`src/rtl/if_stage_pkg.sv`:
```
// Shared definitions for the instruction-fetch stage: nop encoding, ROM window,
// IF FSM state codes, alignment mask and the PC next-value select.
package if_stage_pkg;

    localparam logic [31:0] NOP_INSTR        = 32'h0000_0000;
    localparam logic [23:0] ROM_BASE_ADDRESS = 24'd0;
    localparam logic [31:0] WORD_ALIGN_MASK  = 32'hFFFF_FFFC;

    // IF FSM state codes
    localparam logic [0:0] ST_RUN  = 1'b0;
    localparam logic [0:0] ST_HALT = 1'b1;

    // Next-PC select for the PC register
    typedef enum logic [1:0] {
        PC_HOLD = 2'd0,
        PC_INC  = 2'd1,
        PC_LOAD = 2'd2
    } pc_sel_e;

    // Force a byte address onto a word boundary
    function automatic logic [31:0] word_align(input logic [31:0] addr);
        return addr & WORD_ALIGN_MASK;
    endfunction

endpackage

```
`src/rtl/if_stage_pc_register.sv`:
```
// Program counter flop with hold / increment / load select.
// Kept as its own block so a wider fetch front end can instantiate several.
module pc_register
    import if_stage_pkg::*;
#(
    parameter logic [31:0] RESET_PC = 32'h0000_0000
) (
    input  logic        clk,
    input  logic        reset,
    input  pc_sel_e     sel,
    input  logic [31:0] load_value,
    output logic [31:0] pc,
    output logic [31:0] pc_plus4
);

    // Incrementer wraps modulo 2^32
    assign pc_plus4 = pc + 32'd4;

    // PC update: reset value, then load/increment/hold according to sel
    always_ff @(posedge clk or posedge reset) begin
        if (reset) begin
            pc <= RESET_PC;
        end else begin
            case (sel)
                PC_LOAD: pc <= load_value;
                PC_INC:  pc <= pc_plus4;
                default: pc <= pc;
            endcase
        end
    end

endmodule

```
`src/rtl/if_stage.sv`:
```
// Instruction-fetch stage: drives the ROM address from the PC, captures the
// returned word into the IF/ID register, and handles branch, flush, stall and
// fetch faults. A fault parks the stage in HALT until reset.
//
// IF/ID handshake: if_id_valid=1 means if_id_instr/if_id_pc_plus4 hold a real
// instruction for decode. There is no ready signal; the hazard unit applies
// backpressure through stall, which freezes both the PC and the IF/ID register.
module if_stage
    import if_stage_pkg::*;
#(
    parameter logic [31:0] RESET_PC     = 32'h0000_0000,
    parameter logic [23:0] BASE_ADDRESS = ROM_BASE_ADDRESS,
    parameter logic [31:0] NOP_INSTR    = if_stage_pkg::NOP_INSTR
) (
    input  logic        clk,
    input  logic        reset,
    input  logic        stall,
    input  logic        flush,
    input  logic        branch_taken,
    input  logic [31:0] branch_target,
    output logic [31:0] rom_address,
    input  logic [31:0] rom_data,
    output logic [31:0] pc,
    output logic [31:0] if_id_instr,
    output logic [31:0] if_id_pc_plus4,
    output logic        if_id_valid,
    output logic        fetch_fault,
    output logic [0:0]  dbg_state
);

    logic [0:0]  state;
    logic [0:0]  state_nxt;
    pc_sel_e     pc_sel;
    logic [31:0] pc_plus4;
    logic [31:0] target_aligned;
    logic        target_misaligned;
    logic        in_window;

    logic [31:0] instr_nxt;
    logic [31:0] pc_plus4_nxt;
    logic        valid_nxt;
    logic        fault_nxt;

    assign rom_address       = pc;
    assign dbg_state         = state;
    assign target_aligned    = word_align(branch_target);
    assign target_misaligned = (branch_target[1:0] != 2'b00);
    assign in_window         = (pc[31:8] == BASE_ADDRESS);

    pc_register #(
        .RESET_PC (RESET_PC)
    ) u_pc_register (
        .clk        (clk),
        .reset      (reset),
        .sel        (pc_sel),
        .load_value (target_aligned),
        .pc         (pc),
        .pc_plus4   (pc_plus4)
    );

    // Next-state decode: branch > flush > stall > advance while running; HALT squashes
    always_comb begin
        pc_sel       = PC_HOLD;
        instr_nxt    = if_id_instr;
        pc_plus4_nxt = if_id_pc_plus4;
        valid_nxt    = if_id_valid;
        fault_nxt    = fetch_fault;
        state_nxt    = state;

        case (state)
            ST_RUN: begin
                if (branch_taken) begin
                    // Redirect always lands on a word boundary; a misaligned
                    // request is still recorded as a fault and stops fetch.
                    pc_sel    = PC_LOAD;
                    instr_nxt = NOP_INSTR;
                    valid_nxt = 1'b0;
                    if (target_misaligned) begin
                        fault_nxt = 1'b1;
                        state_nxt = ST_HALT;
                    end
                end else if (flush) begin
                    pc_sel    = PC_INC;
                    instr_nxt = NOP_INSTR;
                    valid_nxt = 1'b0;
                end else if (stall) begin
                    pc_sel = PC_HOLD;
                end else if (!in_window) begin
                    // Out-of-window fetch: PC stays at the faulting address
                    pc_sel    = PC_HOLD;
                    instr_nxt = NOP_INSTR;
                    valid_nxt = 1'b0;
                    fault_nxt = 1'b1;
                    state_nxt = ST_HALT;
                end else begin
                    pc_sel       = PC_INC;
                    instr_nxt    = rom_data;
                    pc_plus4_nxt = pc_plus4;
                    valid_nxt    = 1'b1;
                end
            end
            default: begin
                pc_sel    = PC_HOLD;
                instr_nxt = NOP_INSTR;
                valid_nxt = 1'b0;
            end
        endcase
    end

    // IF/ID register, sticky fault flag and FSM state
    always_ff @(posedge clk or posedge reset) begin
        if (reset) begin
            if_id_instr    <= NOP_INSTR;
            if_id_pc_plus4 <= 32'd0;
            if_id_valid    <= 1'b0;
            fetch_fault    <= 1'b0;
            state          <= ST_RUN;
        end else begin
            if_id_instr    <= instr_nxt;
            if_id_pc_plus4 <= pc_plus4_nxt;
            if_id_valid    <= valid_nxt;
            fetch_fault    <= fault_nxt;
            state          <= state_nxt;
        end
    end

endmodule
```
`config.mk`:
```
export PLATFORM = sky130hd
export DESIGN_NAME = if_stage
export DESIGN_NICKNAME = d
export VERILOG_FILES = /design/src/rtl/if_stage_pkg.sv /design/src/rtl/if_stage_pc_register.sv /design/src/rtl/if_stage.sv
export SDC_FILE = /design/constraint.sdc
export NUM_CORES = 1
export LEC_CHECK = 0
export CORE_UTILIZATION = 30
export DETAILED_ROUTE_END_ITERATION = 7
export PLACE_DENSITY = 0.6
export SLEW_MARGIN = 10
export SYNTH_ARGS = -nofsm -noshare
export SYNTH_HDL_FRONTEND = slang
export SYNTH_HIERARCHICAL = 1
export SYNTH_SLANG_ARGS = --single-unit
```
`constraint.sdc`:
```
create_clock -name clk -period 3.35 [get_ports clk]
set_input_delay 0.5025 -clock clk [delete_from_list [all_inputs] [get_ports clk]]
set_output_delay 0.5025 -clock clk [all_outputs]
set_load 0.01 [all_outputs]
```
==> impl_metrics.csv, run 1 <==
group,metric,value,unit
drt,num_vias,4719,
cells_and_area,drive_gt1_share,11.5,%
grt,grt_pass1_wl,25.0,mm
logic_synthesis,synth_top_flop_cell,"dfrtp_1",
drt,wire_per_inst,17.7,um
logic_synthesis,yosysSeqAreaShare,46.5,%
logic_synthesis,synth_area_leaders,"dfrtp_1, a22o_1, buf_4",
clocking,postCtsHoldBufs,0,
clocking,cts_tree,"built",
place,hpwl,11.7,mm
grt,grt_usage,17.7,%
cells_and_area,stdcell_count,905,
worst_setup_path,criticalPathCategory,"flip-flop to flip-flop",
worst_setup_path,cp.required,3630,ps
sta,rsz0062_at_grt,"no",
floorplan,chipHeight,135,um
sta,fin_tns_setup,0,ps
cells_and_area,nFillCells,1627,
drt,drt_iter0_markers,331,
cells_and_area,n_antenna_cell,0,
logic_synthesis,yosys-top-cells-count,"dfrtp_1, buf_4, a22o_1",
floorplan,core,17400,um^2
sta,max_freq,322,MHz
clocking,clk_latency,350,ps
drt,firstDrtPassIters,4,
floorplan,io_pins,200,
drt,routed_wl,16.1,mm
grt,grt_max_degree,36,
sta,period_share,92.7,%
worst_hold_path,holdCritPathClass,"flip-flop to flip-flop",
floorplan,rows,48,
logic_synthesis,yosysMostFrequentCell,"dfrtp_1",
worst_setup_path,cp-start-kind,"flip-flop",
clocking,cts.sinks,99,
cells_and_area,fin_area,7690,um^2
place,place_area,7380,um^2
sta,skew,6.03,ps
worst_setup_path,cp_max_fo,10,
place,dp.cells,889,
clocking,htreeDepth,3,
pwr,finalPower,3.75,mW
clocking,path_clk_slew,70,ps
floorplan,initial_core_util,30.7,%
grt,grt_pass1_vias,4556,
logic_synthesis,yosysWarnings,6,
worst_setup_path,end_kind,"flip-flop",
floorplan,die_area,18300,um^2
sta,setup_viol,0,
drt,drcViolationCount,0,
worst_hold_path,min_delay_path_depth,1,
worst_setup_path,cp.arrival,3390,ps
pwr,peakVddDrop,0.271,mV
sta,maxSlewViolCount,0,
clocking,clock-root-buffer,"clkbuf_16",
grt,antenna_found_initial,0,
sta,tightest_slew,1010,ps
logic_synthesis,synth_edf_count,0,
logic_synthesis,yosysTopAreaCellShare,46.5,%
sta,finalWorstSetupSlack,243,ps
clocking,postCtsSetupBuffers,0,
logic_synthesis,async_reset_ff_share,100,%
clocking,cts_buffer_depth,2,
logic_synthesis,syn_area_per_cell,10.5,um^2
place,portBuffers,199,
sta,finalCriticalPeriod,3110,ps
pwr,pwr_density_cell,487,nW/um^2
floorplan,die_w,135,um
sta,max_slew_margin,32.7,%
drt,drtAntennaViolNets,0,
logic_synthesis,synth.distinct_cells,67,
logic_synthesis,ys_seq_elements,99,
place,place_congestion,0.836,
clocking,cts_buffers,9,
flow_run,max_cap_violations,0,
logic_synthesis,synthCells,509,
cells_and_area,nets,747,
logic_synthesis,syn_area,5330,um^2
logic_synthesis,synth_area_leader_cell,"dfrtp_1",
grt,overflow,0,
clocking,cts_resized,0,
cells_and_area,area.growth.synth_to_final,44.2,%
sta,hold_viol,0,
pwr,p_leak,3.19,nW
drt,vias_per_cell,5.21,
status,outcome,"finished clean",
worst_setup_path,reg2regPathDepth,11,
place,dp_worst_setup_slack,253,ps
[area by class of cell]
| class | instances | area [um^2] | share of cell area, % |
|---|---|---|---|
| Tap cell | 225 | 282 | 3.66 |
| Multi-Input combinational cell | 330 | 2380 | 30.9 |
| Clock inverter | 4 | 73.8 | 0.960 |
| Clock buffer | 12 | 236 | 3.08 |
| Timing Repair Buffer | 226 | 2210 | 28.7 |
| Sequential cell | 99 | 2480 | 32.2 |
| Inverter | 9 | 33.8 | 0.439 |
[metrics by stage]
step | hold slack, ps | util [%]
finish | 478 | 44.3
detailed placement | 465 | 42.5
floorplan | 503 | -
global placement | 462 | 42.5
CTS | 481 | 44.3
global route | 485 | 44.3
[critical path, cell delays in order (launching register included)]
cell	delay, ps
dfrtp_1	480
nor4_1	450
nand4_1	300
nor3_1	250
o21a_1	170
inv_1	50
ha_1	420
nand2b_1	330
buf_4	240
nor2_1	100
nand4_1	110
nand3_1	140
[power breakdown]
part	switching [mW]	internal, mW
Combinational	0.526	0.644
Clock	0.454	0.658
Sequential	0.167	1.30
Total	1.15	2.60
[cells by family after synthesis]
family / count (synthesis) / synth area share [%]
adders and majority gates: 3 / 0.704
other: 1 / 0.0703
DFF: 99 / 46.5
and+or+nand+nor: 149 / 15.3
xor gates and xnor gates: 28 / 4.60
buffers and inverters: 81 / 9.41
muxes: 36 / 7.51
AOI/OAI and AO/OA: 112 / 16.0
[state kept, by name (all words and copies together) (netlist names)]
signal and flops:
if_id_valid 1, if_id_pc_plus4 32, u_pc_register/pc 32, fetch_fault 1, dbg_state 1, if_id_instr 32
[worst paths after layout]
path	from	to	slack, ps
max	u_pc_register/pc[11]	u_pc_register/pc[27]	240
min	if_id_valid	if_id_valid	480
max reg2reg	u_pc_register/pc[11]	u_pc_register/pc[27]	240
min reg2reg	if_id_valid	if_id_valid	480
max in group asynchronous	reset	u_pc_register/pc[21]	1870
min in group asynchronous	reset	if_id_instr[6]	600
[per-layer routing]
metal / track usage, % / vias up / routed length, um
li1: - / 2173 / -
met1: 23.7 / 2328 / 7060
met2: 28.5 / 196 / 7730
met3: 2.77 / 22 / 968
met4: 6.93 / 0 / 297
met5: 0 / - / 0
[layout by cell type, fill, tap and decap left out, types with 15 or more instances in the layout]
cell type        count
clkdlybuf4s50_1    199
dfrtp_1             99
a22o_1              34
nand2_1             29
nor2_1              26
buf_4               26
nand3_1             25
a21oi_1             18
mux2_1              17
xnor2_1             17
nand4_1             15
mux2_2              15
(Power assumes the default switching activity.)
==> inputs of run 2 (changes only) <==
--- a/config.mk
+++ b/config.mk
@@ -7,9 +7,9 @@
 export LEC_CHECK = 0
 export CORE_UTILIZATION = 30
 export DETAILED_ROUTE_END_ITERATION = 7
-export PLACE_DENSITY = 0.6
+export PLACE_DENSITY = 0.61
 export SLEW_MARGIN = 10
 export SYNTH_ARGS = -nofsm -noshare
 export SYNTH_HDL_FRONTEND = slang
-export SYNTH_HIERARCHICAL = 1
 export SYNTH_SLANG_ARGS = --single-unit
+export TNS_END_PERCENT = 10
==> constraint.sdc (replaced) <==
create_clock -name clk -period 3.9 [get_ports clk]
set_input_delay 0.585 -clock clk [delete_from_list [all_inputs] [get_ports clk]]
set_output_delay 0.585 -clock clk [all_outputs]
set_load 0.01 [all_outputs]
==> impl_metrics.csv, run 2 <==
group,metric,value,unit
logic_synthesis,yosysMostFrequentCell,"dfrtp_1",
sta,fin_tns_setup,0,ps
flow_run,max_cap_violations,0,
logic_synthesis,synth_top_flop_cell,"dfrtp_1",
sta,setup_viol,0,
clocking,cts_buffer_depth,2,
clocking,clock-root-buffer,"clkbuf_16",
logic_synthesis,synth_compound_area_share,15.3,%
floorplan,core,16100,um^2
place,hpwl,10.3,mm
drt,routed_wl,14.9,mm
cells_and_area,area.growth.synth_to_final,43.9,%
sta,period_share,81.0,%
logic_synthesis,syn_area,5000,um^2
cells_and_area,top_register,"if_id_instr",
logic_synthesis,async_reset_ff_share,100,%
cells_and_area,mostFrequentLayoutCell,"clkdlybuf4s50_1",
grt,grt_max_degree,60,
logic_synthesis,synth_area_leader_cell,"dfrtp_1",
worst_setup_path,cp-start-kind,"flip-flop",
floorplan,chipHeight,131,um
clocking,cts_tree,"built",
sta,rsz0062_at_grt,"no",
sta,maxSlewViolCount,0,
drt,drt_iter0_markers,387,
drt,wire_per_inst,16.7,um
worst_hold_path,min_delay_path_depth,1,
cells_and_area,n_antenna_cell,0,
worst_setup_path,cp.arrival,3390,ps
clocking,cts_resized,0,
worst_setup_path,crit_buf_inv,1,
logic_synthesis,synth_area_leaders,"dfrtp_1, nand3b_1, a21oi_1",
clocking,postCtsSetupBuffers,0,
worst_setup_path,criticalPathCategory,"flip-flop to flip-flop",
pwr,p_leak,2.81,nW
logic_synthesis,synth_fa_ha_area_share,0.501,%
sta,finalCriticalPeriod,3160,ps
logic_synthesis,syn_area_per_cell,9.50,um^2
cells_and_area,final_core_utilization,44.8,%
worst_setup_path,cp_slowest_cell,"dfrtp_1",
cells_and_area,largest_reg_flops,32,
grt,grt_pass1_vias,4383,
logic_synthesis,synth.distinct_cells,50,
worst_setup_path,path_cells,"nor4_1 > nand4_1 > or3_1 > a21oi_1 > ha_2 > clkinv_1 > nand2_1 > nor2_1 > a31o_1 > a221o_1",
logic_synthesis,yosysWarnings,0,
clocking,htreeDepth,3,
sta,tightest_slew,995,ps
logic_synthesis,synthCells,526,
place,portBuffers,193,
cells_and_area,nets,742,
drt,drcViolationCount,0,
sta,max_freq,317,MHz
grt,grt_pass1_wl,23.0,mm
sta,hold_viol,0,
logic_synthesis,synth_xor_area_share,0.876,%
floorplan,initial_core_util,31.1,%
drt,drtAntennaViolNets,0,
sta,max_slew_margin,33.4,%
pwr,peakVddDrop,0.188,mV
cells_and_area,reg.largest.list,"if_id_instr (32), if_id_pc_plus4 (30), u_pc_register.pc (30)",
floorplan,rows,46,
clocking,postCtsHoldBufs,0,
logic_synthesis,yosys-top-cells-count,"dfrtp_1, a21oi_1, nand3b_1",
logic_synthesis,ys_seq_elements,95,
clocking,clk_latency,350,ps
grt,overflow,0,
grt,antenna_found_initial,0,
clocking,cts.sinks,95,
worst_setup_path,end_kind,"flip-flop",
grt,grt_usage,17.4,%
cells_and_area,drive_gt1_share,5.47,%
drt,num_vias,4612,
clocking,path_clk_slew,70,ps
clocking,cts_buffers,9,
floorplan,io_pins,200,
worst_setup_path,cp_slowest_stage_delay,510,ps
worst_setup_path,reg2regPathDepth,10,
logic_synthesis,synth-simple-area-share,25.4,%
worst_setup_path,cp_max_fo,9,
drt,vias_per_cell,5.17,
status,outcome,"finished clean",
logic_synthesis,yosysTopAreaCellShare,47.6,%
worst_setup_path,crit_family,"simple AND/OR/NAND/NOR gates",
floorplan,die_area,17200,um^2
worst_setup_path,r2r_setup_slack,740,ps
worst_hold_path,holdCritPathClass,"flip-flop to flip-flop",
worst_setup_path,worst-path-stages,10,
place,place_congestion,0.839,
logic_synthesis,yosysSeqAreaShare,47.6,%
cells_and_area,final_cell_mix,"clkdlybuf4s50_1, dfrtp_1, a21oi_1",
sta,skew,6.08,ps
floorplan,die_w,131,um
worst_setup_path,cp.required,4130,ps
logic_synthesis,synth_top_family_by_area,"simple AND/OR/NAND/NOR gates",
drt,firstDrtPassIters,5,
pwr,pwr_density_cell,402,nW/um^2
logic_synthesis,synthMuxAreaShare,1.25,%
logic_synthesis,synth_edf_count,0,
[run 2: cell count changes after synthesis, moves of 8 or more]
cell / previous run / this run
xnor2_1: 17 / 2
clkbuf_1: 13 / 23
nor3_1: 12 / 2
xor2_1: 11 / 3
mux2_1: 17 / 0
mux2_2: 15 / 2
nor2b_1: 3 / 25
nand3b_1: 2 / 56
a21oi_1: 18 / 66
a22o_1: 34 / 0
[run 2: cells by family (layout without fill, tap and decap cells)]
family,after synthesis,in the layout
and+or+nand+nor,214,214
AOI/OAI and AO/OA,123,123
xor gates and xnor gates,5,5
muxes,6,6
adders and majority gates,2,2
other,1,6
DFF,95,95
buffers and inverters,80,225
[run 2: final timing paths]
check / start / endpoint
worst max-delay path: u_pc_register.pc[14] / u_pc_register.pc[30]
worst min-delay path: fetch_fault / fetch_fault
worst max register to register: u_pc_register.pc[14] / u_pc_register.pc[30]
worst min register to register: fetch_fault / fetch_fault
max in group asynchronous: reset / u_pc_register.pc[8]
min in group asynchronous: reset / if_id_pc_plus4[30]
[run 2: layout make-up]
cell class,count,area [um^2]
Fill cell,1517,8870
Sequential cell,95,2380
Multi-Input combinational cell,356,2190
Timing Repair Buffer,203,2030
Tap cell,216,270
Clock buffer,9,225
Clock inverter,7,71.3
Inverter,6,25.0
[run 2: where the power goes]
part,switching (mW),internal [mW]
clock network,0.430,0.456
registers,0.198,1.07
logic,0.295,0.446
[run 2: metrics by stage]
stage / cell area, um^2 / instances / hold WS, ps / setup WS [ps] / total power [mW]
floorplan: 5020 / 531 / 513 / 838 / 1.65
global placement: 6890 / 876 / 474 / 542 / 2.02
detailed placement: 6890 / 876 / 470 / 461 / 2.03
CTS: 7190 / 892 / 491 / 689 / 2.93
global route: 7190 / 892 / 522 / 498 / 3.06
finish: 7190 / 892 / 483 / 742 / 2.89
[run 2: metal layers]
layer / global-route usage [%] / part of all wire [%]
met5: 0 / 0
met4: 6.02 / 1.3
met3: 5.32 / 8.9
met2: 27.4 / 47
met1: 22.7 / 43
